--- src/rtl/uart_mem_sender_pkg.sv ---
// Shared constants and FSM state encoding for the memory-dump UART sender.
// The baud constant is the same one the io_module receiver uses.
package uart_mem_sender_pkg;

    localparam int unsigned DEF_CLKS_PER_BIT = 868;  // 100 MHz / 115200 baud
    localparam int unsigned DEF_ADDR_W       = 16;
    localparam int unsigned DEF_DATA_W       = 16;

    typedef enum logic [2:0] {
        IDLE,
        RD_ADDR,
        RD_WAIT,
        LOAD,
        TX_HI,
        TX_LO,
        NEXT,
        FIN
    } state_t;

endpackage

--- src/rtl/uart_mem_sender_if.sv ---
// Control and BRAM read-port bundle of the memory-dump sender.
// master = host/memory side, slave = the sender itself.
interface uart_mem_sender_if
    import uart_mem_sender_pkg::*;
#(
    parameter int unsigned ADDR_W = DEF_ADDR_W,
    parameter int unsigned DATA_W = DEF_DATA_W
);

    logic              start;
    logic [ADDR_W-1:0] base_addr;
    logic [ADDR_W-1:0] word_count;
    logic [ADDR_W-1:0] addr_io;
    logic [DATA_W-1:0] data_in_io;
    logic              busy;
    logic              done;

    modport master (
        output start, base_addr, word_count, data_in_io,
        input  addr_io, busy, done
    );

    modport slave (
        input  start, base_addr, word_count, data_in_io,
        output addr_io, busy, done
    );

endinterface

--- src/rtl/uart_mem_sender_tx_byte.sv ---
// 8N1 byte serialiser: start bit, 8 data bits LSB first, stop bit.
// A load during the final stop-bit cycle chains the next frame with no idle gap.
module uart_tx_byte
    import uart_mem_sender_pkg::*;
#(
    parameter int unsigned CLKS_PER_BIT = DEF_CLKS_PER_BIT
) (
    input  logic       clk_100,
    input  logic       rst,
    input  logic       load,
    input  logic [7:0] data,
    output logic       tx,
    output logic       busy,
    output logic       frame_done
);

    localparam int unsigned CNT_W = (CLKS_PER_BIT > 2) ? $clog2(CLKS_PER_BIT) : 1;
    localparam logic [CNT_W-1:0] CNT_LAST = CNT_W'(CLKS_PER_BIT - 1);

    logic [CNT_W-1:0] cnt;
    logic [3:0]       bit_idx;
    logic [8:0]       shift;
    logic             tx_int;

    assign frame_done = busy && (bit_idx == 4'd9) && (cnt == CNT_LAST);

    // tx is retimed one cycle behind tx_int so that launching from LOAD gives
    // a 4-cycle start latency and a 4-cycle idle gap between words.
    always_ff @(posedge clk_100 or posedge rst) begin
        if (rst) begin
            cnt     <= '0;
            bit_idx <= '0;
            shift   <= '1;
            busy    <= 1'b0;
            tx_int  <= 1'b1;
            tx      <= 1'b1;
        end else begin
            tx <= tx_int;
            if (load && (!busy || frame_done)) begin
                busy    <= 1'b1;
                cnt     <= '0;
                bit_idx <= '0;
                shift   <= {1'b1, data};
                tx_int  <= 1'b0;
            end else if (busy) begin
                if (cnt == CNT_LAST) begin
                    cnt <= '0;
                    if (bit_idx == 4'd9) begin
                        busy   <= 1'b0;
                        tx_int <= 1'b1;
                    end else begin
                        bit_idx <= bit_idx + 4'd1;
                        tx_int  <= shift[0];
                        shift   <= {1'b1, shift[8:1]};
                    end
                end else begin
                    cnt <= cnt + CNT_W'(1);
                end
            end
        end
    end

endmodule

--- src/rtl/uart_mem_sender.sv ---
// Dumps word_count BRAM words from base_addr over UART, upper byte first.
// Word FSM, address counter and remaining-word counter; serialiser is uart_tx_byte.
module uart_mem_sender
    import uart_mem_sender_pkg::*;
#(
    parameter int unsigned CLKS_PER_BIT = DEF_CLKS_PER_BIT,
    parameter int unsigned ADDR_W       = DEF_ADDR_W,
    parameter int unsigned DATA_W       = DEF_DATA_W
) (
    input  logic              clk_100,
    input  logic              rst,
    uart_mem_sender_if.slave  bus,
    output logic              tx,
    output logic              led_tx
);

    state_t            state, state_nx;
    logic [ADDR_W-1:0] addr_q;
    logic [ADDR_W-1:0] remaining;
    logic [DATA_W-1:0] word_buf;
    logic              tx_load;
    logic [7:0]        tx_data;
    logic              tx_busy;
    logic              tx_frame_done;

    always_ff @(posedge clk_100 or posedge rst) begin
        if (rst) begin
            state     <= IDLE;
            addr_q    <= '0;
            remaining <= '0;
            word_buf  <= '0;
        end else begin
            state <= state_nx;
            case (state)
                IDLE: if (bus.start) begin
                    addr_q    <= bus.base_addr;
                    remaining <= bus.word_count;
                end
                LOAD: word_buf <= bus.data_in_io;
                NEXT: begin
                    addr_q    <= addr_q + ADDR_W'(1);
                    remaining <= remaining - ADDR_W'(1);
                end
                default: ;
            endcase
        end
    end

    // The upper byte is launched straight from the BRAM data in LOAD; the
    // lower byte is chained from word_buf on the upper frame's last cycle.
    always_comb begin
        state_nx = state;
        tx_load  = 1'b0;
        tx_data  = word_buf[DATA_W-1 -: 8];
        case (state)
            IDLE:    if (bus.start) state_nx = (bus.word_count == '0) ? FIN : RD_ADDR;
            RD_ADDR: state_nx = RD_WAIT;
            RD_WAIT: state_nx = LOAD;
            LOAD: begin
                tx_load  = 1'b1;
                tx_data  = bus.data_in_io[DATA_W-1 -: 8];
                state_nx = TX_HI;
            end
            TX_HI: if (tx_frame_done) begin
                tx_load  = 1'b1;
                tx_data  = word_buf[7:0];
                state_nx = TX_LO;
            end
            TX_LO:   if (tx_frame_done || !tx_busy) state_nx = NEXT;
            NEXT:    state_nx = (remaining == ADDR_W'(1)) ? FIN : RD_ADDR;
            FIN:     state_nx = IDLE;
            default: state_nx = IDLE;
        endcase
    end

    uart_tx_byte #(.CLKS_PER_BIT(CLKS_PER_BIT)) u_tx_byte (
        .clk_100    (clk_100),
        .rst        (rst),
        .load       (tx_load),
        .data       (tx_data),
        .tx         (tx),
        .busy       (tx_busy),
        .frame_done (tx_frame_done)
    );

    assign bus.addr_io = addr_q;
    assign bus.busy    = (state != IDLE) && (state != FIN);
    assign bus.done    = (state == FIN);
    assign led_tx      = bus.busy;

endmodule

--- src/flat_wrapper.sv ---
// flat-port wrapper written by rule: the top's interface ports become plain ports
module uart_mem_sender_flat import uart_mem_sender_pkg::*;
#(
    parameter int unsigned CLKS_PER_BIT = DEF_CLKS_PER_BIT,
    parameter int unsigned ADDR_W       = DEF_ADDR_W,
    parameter int unsigned DATA_W       = DEF_DATA_W
)
  (clk_100, rst, tx, led_tx, bus_start, bus_base_addr, bus_word_count, bus_data_in_io, bus_addr_io, bus_busy, bus_done);
  uart_mem_sender_if #(.ADDR_W(ADDR_W), .DATA_W(DATA_W)) bus_i ();
  input  logic clk_100;
  input  logic rst;
  output logic tx;
  output logic led_tx;
  input wire logic [$bits(bus_i.start)-1:0] bus_start;
  input wire logic [$bits(bus_i.base_addr)-1:0] bus_base_addr;
  input wire logic [$bits(bus_i.word_count)-1:0] bus_word_count;
  input wire logic [$bits(bus_i.data_in_io)-1:0] bus_data_in_io;
  output wire logic [$bits(bus_i.addr_io)-1:0] bus_addr_io;
  output wire logic [$bits(bus_i.busy)-1:0] bus_busy;
  output wire logic [$bits(bus_i.done)-1:0] bus_done;
  assign bus_i.start = bus_start;
  assign bus_i.base_addr = bus_base_addr;
  assign bus_i.word_count = bus_word_count;
  assign bus_i.data_in_io = bus_data_in_io;
  assign bus_addr_io = bus_i.addr_io;
  assign bus_busy = bus_i.busy;
  assign bus_done = bus_i.done;
  uart_mem_sender #(.CLKS_PER_BIT(CLKS_PER_BIT), .ADDR_W(ADDR_W), .DATA_W(DATA_W)) u_core (.clk_100(clk_100), .rst(rst), .bus(bus_i), .tx(tx), .led_tx(led_tx));
endmodule
--- config.mk ---
export PLATFORM = sky130hd
export DESIGN_NAME = uart_mem_sender_flat
export DESIGN_NICKNAME = d
export VERILOG_FILES = /design/src/rtl/uart_mem_sender_pkg.sv /design/src/rtl/uart_mem_sender_if.sv /design/src/rtl/uart_mem_sender_tx_byte.sv /design/src/rtl/uart_mem_sender.sv /design/src/flat_wrapper.sv
export SDC_FILE = /design/constraint.sdc
export NUM_CORES = 1
export LEC_CHECK = 0
export ABC_AREA = 1
export CORE_MARGIN = 10
export CORE_UTILIZATION = 55
export CTS_CLUSTER_DIAMETER = 60
export CTS_CLUSTER_SIZE = 40
export DETAILED_ROUTE_END_ITERATION = 10
export PLACE_DENSITY = 0.81
export SLEW_MARGIN = 40
export SYNTH_ARGS = -nofsm -noshare
export SYNTH_HDL_FRONTEND = slang
export SYNTH_HIERARCHICAL = 1
export SYNTH_SLANG_ARGS = --single-unit
--- constraint.sdc ---
create_clock -name clk_100 -period 3.36 [get_ports clk_100]
set_clock_uncertainty 0.1 [all_clocks]
set_input_delay 1.008 -clock clk_100 [delete_from_list [all_inputs] [get_ports clk_100]]
set_output_delay 1.008 -clock clk_100 [all_outputs]
set_load 0.02 [all_outputs]
==> results_dict.tcl <==
set metrics [dict create \
    status "complete, no violations" \
    stdcell_area_mm2 0.00557 \
    final_common_cell "nand2_1" \
    grt_pass1_vias 4300 \
    final_cell_mix "202 x nand2_1, 78 x inv_1, 70 x clkdlybuf4s50_1" \
    grt.busiest_layer "met2" \
    ant_nets 0 \
    powerDensity_mw_per_mm2 668 \
    worst_pin_slew_ns 0.724 \
    rows 33 \
    p_clk_share_pct 20.7 \
    cts_tree "yes" \
    via_per_inst 5.39 \
    synth.net_count 692 \
    pin_count 71 \
    cts-root-buf "clkbuf_8" \
    clockBufferDepth 2 \
    comb_power_share_pct 36.1 \
    final_cells 813 \
    insertedDiodeCount 0 \
    postCtsSetupRepairBufs 0 \
    clk_latency_ns 0.35 \
    max_freq_mhz 329 \
    postCtsResizedCells 0 \
    worstPathRequired_ns 3.51 \
    dpl_worst_slack_ns 0.397 \
    n_fill_cell 722 \
    critPathMaxFanout 11 \
    start_util_pct 56.4 \
    power_leakage_nw 2.70 \
    p_int_mw 2.27 \
    use_met3_pct 3.70 \
    wl_per_cell_um 14.5 \
    seq_area_frac_synth_pct 41.3 \
    met2_usage_pct 32.5 \
    drc 0 \
    numCtsBuffers 9 \
    gp_congestion 0.917 \
    period_minus_slack_ns 3.04 \
    drive_gt1_share_pct 8.76 \
    start_kind "register" \
    finalPower_mw 3.72 \
    hold_buffers 0 \
    setup_viol 0 \
    grt_max_degree 38 \
    post-route-util_pct 67.8 \
    p_sw_mw 1.45 \
    grt_pass1_wl_mm 20.2 \
    die_area_mm2 0.0125 \
    final_hold_viol_count 0 \
    core_area_mm2 0.00822 \
    vias 4382 \
    cts.sinks 76 \
    grt.overflow.total 0 \
    relSlewSlack_pct 51.7 \
    drv_cap 0 \
    end_kind "register" \
    met1_usage_pct 23.0 \
    synth_warnings 6 \
    switching_share_pct 39.0 \
    tns_ns 0 \
    worstHoldPathType "reg -> reg" \
    dpl.hpwl_mm 8.58 \
    seq_power_share_pct 43.2 \
    track_usage_pct 18.9 \
    nets 760 \
    areaGrowthSynthToFinish_pct 20.1 \
    clkTransAtPathRegs_ns 0.08 \
    avgSynthCellArea_um2 7.30 \
    antenna_found_initial 0 \
    synth_cell_type_count 40 \
    fin_ws_ns 0.321 \
    whs_ns 0.273 \
    dpl_cell_area_mm2 0.00535 \
    slew_violations 0 \
    critPathKind "reg -> reg" \
    cts_max_level 3 \
    dieWidth_um 112 \
    synth_cells 635 \
    die_h_um 112 \
    drt_pass1_iterations 5 \
    synth_seq_cells 76 \
    dp_cells 797 \
    syn_area_mm2 0.00464 \
    portBuffers 70 \
    period_share_pct 90.4 \
    peakVddDrop_uv 333 \
    crit_arrival_ns 3.19 \
    rsz0062_at_grt "no" \
    drtIter0Drc 364 \
    routed_wl_mm 11.8 \
]
[per-layer routing]
layer | vias up | share of wire [%]
li1 | 2162 | -
met1 | 2057 | 43
met2 | 142 | 50
met3 | 21 | 5.8
met4 | 0 | 1.6
met5 | - | 0
[cell type report]
| cell class | count | area (µm²) | area share, % |
|---|---|---|---|
| repair buffers | 75 | 738 | 13.3 |
| clock inverters | 6 | 88.8 | 1.60 |
| well taps | 105 | 131 | 2.36 |
| inverters | 86 | 327 | 5.86 |
| flip-flops and latches | 76 | 1910 | 34.4 |
| clock buffers | 10 | 128 | 2.29 |
| multi-input cells | 455 | 2240 | 40.3 |
[synthesized netlist by cell type, drive strengths merged]
master	number	area (µm²)
nand2	211	848
inv	86	325
nor2	71	308
dfrtp	66	1650
nand3	63	333
o21ai	33	165
a21oi	20	119
buf	17	141
dfstp	10	263
nand3b	8	72.6
o211ai	8	60.1
o221ai	8	70.1
xor2	8	70.1
nand4	7	43.8
ha	6	75.1
nor3	4	20.0
o21a	2	15.0
o31ai	2	15.0
a211oi	1	7.51
a31oi	1	6.26
clkbuf	1	13.8
nor3b	1	7.51
o22ai	1	6.26
[power groups by stage]
stage | Clock (mW) | Sequential [mW] | Combinational (mW)
final | 0.768 | 1.61 | 1.34
after global routing | 0.827 | 1.65 | 1.51
after CTS | 0.788 | 1.60 | 1.34
after detailed placement | 0 | 1.61 | 1.33
after global placement | 0 | 1.60 | 1.28
after floorplan | 0 | 1.65 | 0.764
[final timing paths]
kind / startpoint / end / slack, ns / depth (start not counted)
setup reg to reg: u_core/u_tx_byte/cnt[0] / u_core/u_tx_byte/cnt[9] / 0.32 / 14
hold reg to reg: u_core/u_tx_byte/tx_int / u_core/u_tx_byte/tx / 0.27 / 0
setup / recovery: u_core/u_tx_byte/cnt[0] / u_core/u_tx_byte/cnt[9] / 0.32 / 14
hold / removal: u_core/u_tx_byte/tx_int / u_core/u_tx_byte/tx / 0.27 / 0
max in group asynchronous: rst / u_core/u_tx_byte/shift[7] / 1.48 / 3
min in group asynchronous: rst / u_core/word_buf[6] / 1.00 / 2
[critical path: stages (launching register included)]
cell     delay (ns)
dfrtp_1        0.41
ha_1           0.23
nand2_1        0.08
nor2_2         0.15
nand3_4        0.15
nor3b_1        0.33
nand3_2        0.22
nand2_1        0.35
nor2_1         0.16
nor2_2         0.24
nand3_1        0.13
nor2_1         0.18
nand3_1        0.09
nand2_1        0.07
nor2_1         0.04
[cells by family after synthesis]
logic type	after synthesis	synth area share [%]
xor+xnor	8	1.51
simple gates	365	35.2
fa+ha+maj	6	1.62
flops	76	41.3
buf+inv	104	10.4
compound gates	76	10.0
[sequential cells by signal (all words and copies together), names as in the netlist]
name,cells
u_core/bus.addr_io,16
u_core/remaining,16
u_core/state,3
u_core/u_tx_byte/bit_idx,4
u_core/u_tx_byte/busy,1
u_core/u_tx_byte/cnt,10
u_core/u_tx_byte/shift,8
u_core/u_tx_byte/tx,1
u_core/u_tx_byte/tx_int,1
u_core/word_buf,16
(Power assumes the default switching activity.)
